## config.mk

```make
export PLATFORM = sky130hd
export DESIGN_NAME = mult_acc_stage
export DESIGN_NICKNAME = d
export VERILOG_FILES = /design/src/rtl/mult_acc_stage.sv
export SDC_FILE = /design/constraint.sdc
export NUM_CORES = 1
export LEC_CHECK = 0
export BUFFER_PORTS_ARGS = -buffer_cell sky130_fd_sc_hd__buf_4
export CORE_ASPECT_RATIO = 1.25
export CORE_UTILIZATION = 45
export DETAILED_ROUTE_END_ITERATION = 10
export PLACE_DENSITY_LB_ADDON = 0.1
export SLEW_MARGIN = 10
export SYNTH_ARGS = -nofsm -noshare
export SYNTH_HDL_FRONTEND = slang
export SYNTH_SLANG_ARGS = --single-unit
```

## constraint.sdc

```tcl
create_clock -name clk -period 4.3 [get_ports clk]
set_clock_uncertainty 0.05 [all_clocks]
set_input_delay 1.29 -clock clk [delete_from_list [all_inputs] [get_ports clk]]
set_output_delay 1.29 -clock clk [all_outputs]
set_load 0.01 [all_outputs]
```

## src/rtl/mult_acc_stage.sv

```systemverilog
// Accumulates unsigned multiplier products into per-group sums.
// A group closes on in_last or after MAX_TERMS beats, and its result is held until downstream accepts it.
module mult_acc_stage #(
    parameter int PROD_W    = 8,
    parameter int ACC_W     = 16,
    parameter int MAX_TERMS = 16,
    parameter int CNT_W     = 5
) (
    input  logic              clk,
    input  logic              rst,
    input  logic              in_valid,
    output logic              in_ready,
    input  logic [PROD_W-1:0] in_prod,
    input  logic              in_last,
    output logic              out_valid,
    input  logic              out_ready,
    output logic [ACC_W-1:0]  out_sum,
    output logic [CNT_W-1:0]  out_count,
    output logic              out_ovf
);

    typedef enum logic {
        ACCUM = 1'b0,
        HOLD  = 1'b1
    } state_t;

    localparam logic [CNT_W-1:0] LAST_IDX = CNT_W'(MAX_TERMS - 1);

    state_t             state_q, state_d;
    logic [ACC_W-1:0]   acc_q, acc_d;
    logic [CNT_W-1:0]   cnt_q, cnt_d;
    logic               ovf_q, ovf_d;
    logic [ACC_W-1:0]   sum_q, sum_d;
    logic [CNT_W-1:0]   count_q, count_d;
    logic               out_ovf_q, out_ovf_d;

    logic               in_fire;
    logic               out_fire;
    logic               close;
    logic [ACC_W:0]     nxt;

    assign out_valid = (state_q == HOLD);
    assign in_ready  = !out_valid || out_ready;
    assign in_fire   = in_valid && in_ready;
    assign out_fire  = out_valid && out_ready;
    assign close     = in_last || (cnt_q == LAST_IDX);

    // acc_q is already zero while holding, so a beat accepted in HOLD starts a fresh group.
    assign nxt = {1'b0, acc_q} + {{(ACC_W + 1 - PROD_W){1'b0}}, in_prod};

    assign out_sum   = sum_q;
    assign out_count = count_q;
    assign out_ovf   = out_ovf_q;

    always_comb begin
        // NOTE: every next-state signal gets a default first so no path leaves it unassigned (no latches).
        state_d   = state_q;
        acc_d     = acc_q;
        cnt_d     = cnt_q;
        ovf_d     = ovf_q;
        sum_d     = sum_q;
        count_d   = count_q;
        out_ovf_d = out_ovf_q;

        if (out_fire) begin
            state_d = ACCUM;
        end

        if (in_fire) begin
            if (close) begin
                sum_d     = nxt[ACC_W-1:0];
                count_d   = cnt_q + 1'b1;
                out_ovf_d = ovf_q || nxt[ACC_W];
                acc_d     = '0;
                cnt_d     = '0;
                ovf_d     = 1'b0;
                state_d   = HOLD;
            end else begin
                acc_d = nxt[ACC_W-1:0];
                cnt_d = cnt_q + 1'b1;
                ovf_d = ovf_q || nxt[ACC_W];
            end
        end
    end

    // NOTE: sequential state is updated only with non-blocking assignments so all registers sample together.
    always_ff @(posedge clk) begin
        if (rst) begin
            state_q   <= ACCUM;
            acc_q     <= '0;
            cnt_q     <= '0;
            ovf_q     <= 1'b0;
            sum_q     <= '0;
            count_q   <= '0;
            out_ovf_q <= 1'b0;
        end else begin
            state_q   <= state_d;
            acc_q     <= acc_d;
            cnt_q     <= cnt_d;
            ovf_q     <= ovf_d;
            sum_q     <= sum_d;
            count_q   <= count_d;
            out_ovf_q <= out_ovf_d;
        end
    end

endmodule
```

Yosys cells after proc, flatten, opt, wreduce, memory -nomap -nowiden
Index checks and enable logic that the tools add are counted.
{"block": "totals", "mem_count": 0, "mem_bits_ro": 0, "latch_bits": 0, "output_inout_bits": 24, "input_bits": 13, "wordCells": 23, "ramBits": 0, "ff_bits": 45}
{"block": "classes", "n_shift": 0, "div_mod_pow": 0, "eq_ne": 1, "n_lt_le_gt_ge": 0, "n_bitwise": 0, "n_addsub": 2, "reduce_logical": 7, "mul": 0, "mux": 6}
{"operator": "16-bit by 8-bit adder with 17-bit output", "count": 1}
{"operator": "16-bit two-way mux", "count": 1}
{"operator": "5-bit by 1-bit adder with 5-bit output, second input constant", "count": 1}
{"operator": "5-bit by 4-bit == test with 1-bit output, second input constant", "count": 1}
{"operator": "5-bit two-way mux", "count": 1}
{"operator": "1-bit two-way mux", "count": 4}
{"operator": "1-bit logical OR", "count": 3}
{"operator": "1-bit logical AND", "count": 2}
{"operator": "2-bit AND reduction", "count": 1}
{"operator": "1-bit logical NOT", "count": 1}

Depth between registers and ports, before layout
{"block": "logic_depth", "depth_word": 4, "mapped_depth": 9, "depth_no_buf": 8}

Least setup slack after synthesis
OpenSTA, ideal clock, no wires.
{"block": "synth_path", "kind": "input -> register", "startpoint": "input in_prod[0]", "endpoint": "register sum_q[14] (netlist: out_sum[14])", "path_buffers": 0, "t_required_ps": 4162, "arrival_ps": 3052, "slack_ps": 1109, "setup_time_ps": 88, "path_stages": 7, "path_cell_list": "ha_1 -> fa_1 -> a21o_1 -> a221oi_2 -> o21ai_2 -> a31o_1 -> a311oi_2"}
{"block": "synth_between", "elab_chain_len": 1}
{"element": "from (decl)", "line": "13", "source": "input logic [PROD_W-1:0] in_prod,"}
{"element": "16-bit by 8-bit adder with 17-bit output", "line": "49", "source": "assign nxt = {1'b0, acc_q} + {{(ACC_W + 1 - PROD_W){1'b0}}, in_prod};"}
{"element": "to (signal assigned)", "line": "101", "source": "sum_q <= sum_d;"}
{"element": "to (decl)", "line": "33", "source": "logic [ACC_W-1:0] sum_q, sum_d;"}
Every way passes these cells.
A chain may end at the register's enable or synchronous reset.

Worst setup path in the final report
Same ends and word-level chain as after synthesis.

==> flow_summary.toml <==
[global_route]
number_of_antenna_violations_at_the_first_check_in_global_routing = 0
maximum_number_of_pins_on_one_net_before_global_route_repair = 48
grt_overflow_total = 0
wire_length_of_the_first_global_routing_pass_um = 9715
grt_util_all_layers = 0.2271
grt_pass1_vias = 2106

[timing]
setup_total_negative_slack_ns = 0
period_minus_slack_ns = 3.244
timing.final.crit_share = 0.7543
unrepaired_setup_endpoints_after_global_routing = "false"
peak_freq_mhz = 308.3
maxSlewHeadroom = 0.4260
finalMaxSlewViolations = 0
setup-violations-final = 0
tightestPinTransition_ns = 0.8601
hold_violations = 0

[critical_path]
worst_setup_path_start_kind = "primary input"
cp_max_fo = 10
regToRegEndpoint = "out_sum[11]$_SDFFE_PP0P_"
rr_worst_depth = 9
slack_of_the_worst_reg_to_reg_path_ns = 1.64
worst_ep_required_time_ns = 4.47
worstReg2RegStart = "cnt_q[0]$_SDFFE_PP0P_"
setup.worst_path.end_class = "flip-flop"
timing_worst_setup_path_type = "in2reg"
critPathArrivalTime_ns = 3.42

[drt]
drt_drc_violations_left = 0
wl_met2_um = 2976
detailroute.wirelength.met3_um = 271
wirelength_met1_um = 2499
detailedRoute.firstPassIterationCount = 4
drt_first_iter_violations = 114
route.top_layer_used = "met4"
via_per_inst = 5.799
route.final.wire_length_um = 5808
total_via_count_after_detailed_routing = 2192
drtAntennaViolNets = 0
wire_per_inst_um = 15.37

[cells_and_area]
drive_above_1_share = 0.1741
nFillCells = 495
multi_input_area_mm2 = 0.001361
layout_overhead_on_the_synthesized_area_pct = 16.53
antenna_cells = 0
regArea_um2 = 900.9
finish.net_count = 339

[cts]
clkSinkCount = 45
tritoncts = "done"
htree_levels = 2
cts_resized = 0
cts_post_setup_buffers_inserted = 0
insertion_delay_ns = 0.30
clkTransAtPathRegs_ns = 0.09
clock-root-buffer = "clkbuf_8"
max-clock-path-buffers = 2
post_cts_hold_buffer_count = 0
numCtsBuffers = 5

[logic_synthesis]
avgSynthCellArea_um2 = 8.200
async_sr_flop_fraction = 0
netlist_area_mm2 = 0.002354
synthesis.yosys.warnings = 0
synth_top_area_cell = "dfxtp_1"
synth_seq_area_share = 0.3828
synth.top_cells.by_area = "dfxtp_1 38%, ha_1 5.3%, nor2_1 4.9%"
synth_fp_nets = 311
synth_cell_types = 50
edff_count_synth = 0
post-synth-top-area-fraction = 0.3828
yosys.cell_count.top_type = "dfxtp_1"
ys.flop_type = "dfxtp_1"
synth_cells = 287
postSynthRegisterBits = 45
ys_top_cells_by_count = "45 x dfxtp_1, 31 x nor2_1, 29 x nand2_1"

[power_and_ir_drop]
power-per-cell-area_mw_per_mm2 = 312.3
seq_power_share = 0.519
report.power.total_mw = 0.8566
power.ir.vdd_worst_mv = 0.1923
intPower_mw = 0.6095
clockPowerShare = 0.310
power_switching_share = 0.2885
leakage_nw = 1.079
power.combinational.fraction = 0.171
netSwitchingPower_mw = 0.2471

[hold_path]
worst_hold_path_type = "reg2reg"
whs_path_depth = 2
holdCritStartpoint = "out_sum[3]$_SDFFE_PP0P_"
holdPathEnd = "out_sum[3]$_SDFFE_PP0P_"

[floorplanning]
die_w_um = 66.69
area_enclosed_by_the_die_boundary_mm2 = 0.005525
design.portCount = 37
die_y_um = 82.86
core.rowCount = 29
start_util = 0.4666
coreArea_mm2 = 0.005044

[place]
dpl.hpwl_um = 3902
buffer_ports.inserted = 36
gpl.final_weighted_congestion = 0.8102

[run_status]
outcome = "finished clean"

[flow_run]
max_cap_violations = 0
==> final cells by class <==
class | instances | area share
clock buffer | 7 | 0.02783
multi-input combinational | 218 | 0.4964
sequential | 45 | 0.3285
timing repair buffer | 40 | 0.1095
inverter | 5 | 0.006843
tap | 62 | 0.02828
clock inverter | 1 | 0.002737
==> sequential cells by signal, indices dropped and copies added (netlist names) <==
| signal | cells |
|---|---|
| out_ovf | 1 |
| out_sum | 16 |
| acc_q | 16 |
| out_valid | 1 |
| ovf_q | 1 |
| out_count | 5 |
| cnt_q | 5 |
==> per-layer routing <==
layer,up-vias,GRT usage
met1,1023,0.2729
li1,1119,-
met3,6,0.05495
met2,44,0.3820
met5,-,0
met4,0,0.08317
==> metrics by stage <==
stage	worst slack, ns	instance area, um2	utilization	instances	hold slack, ns
6_report	1.057	2743	0.5438	378	0.4104
5_1_grt	0.9289	2743	0.5438	378	0.4358
4_1_cts	1.070	2743	0.5438	378	0.4107
3_3_place_gp	0.8223	2659	0.5272	370	0.3941
3_5_place_dp	0.7652	2659	0.5272	370	0.3982
2_1_floorplan	1.109	2354	-	287	0.3856
==> power groups by stage <==
stage / registers (mW) / clock network [mW] / logic, mW
finish: 0.444 / 0.266 / 0.147
global route: 0.447 / 0.290 / 0.161
CTS: 0.445 / 0.272 / 0.148
detailed placement: 0.454 / 0 / 0.146
global placement: 0.454 / 0 / 0.147
floorplan: 0.459 / 0 / 0.0864
==> worst max-delay path, cell delays in order <==
cell	delay (ns)
buf_4	0.11
ha_1	0.22
fa_1	0.42
a21o_1	0.22
a221oi_2	0.43
o21ai_2	0.23
a31o_1	0.27
a311oi_2	0.22
==> placed cells by master, fill, tap and decap left out, drive strengths merged, types with 3 or more instances in the layout <==
master,instances
a211o,3
a211oi,7
a21o,9
a21oi,23
a22oi,3
a311oi,5
a31o,3
a31oi,5
and2,4
and3,5
buf,40
clkbuf,7
dfxtp,45
ha,10
inv,4
nand2,29
nand3,19
nand4,7
nor2,31
nor3,10
o211ai,6
o21ai,7
xnor2,7
==> worst max path at each step <==
stage / to / slack, ns / startpoint / cells after the start
after CTS: out_sum[14]$_SDFFE_PP0P_ / 1.07 / in_prod[0] / 8
after global placement: out_sum[14]$_SDFFE_PP0P_ / 0.82 / in_prod[0] / 8
final: out_sum[14]$_SDFFE_PP0P_ / 1.06 / in_prod[0] / 8
after floorplan: out_sum[14]$_SDFFE_PP0P_ / 1.11 / in_prod[0] / 7
after detailed placement: out_sum[14]$_SDFFE_PP0P_ / 0.77 / in_prod[0] / 8
after global routing: out_sum[12]$_SDFFE_PP0P_ / 0.93 / in_prod[0] / 8
==> cell families after synthesis <==
group                      synth area share
DFF                                  0.3828
xor gates and xnor gates            0.02977
buffers and inverters               0.03986
AOI/OAI and AO/OA                    0.2610
adders and majority gates           0.06167
and+or+nand+nor                      0.2249
No activity file was read; power rests on OpenSTA's default activity.
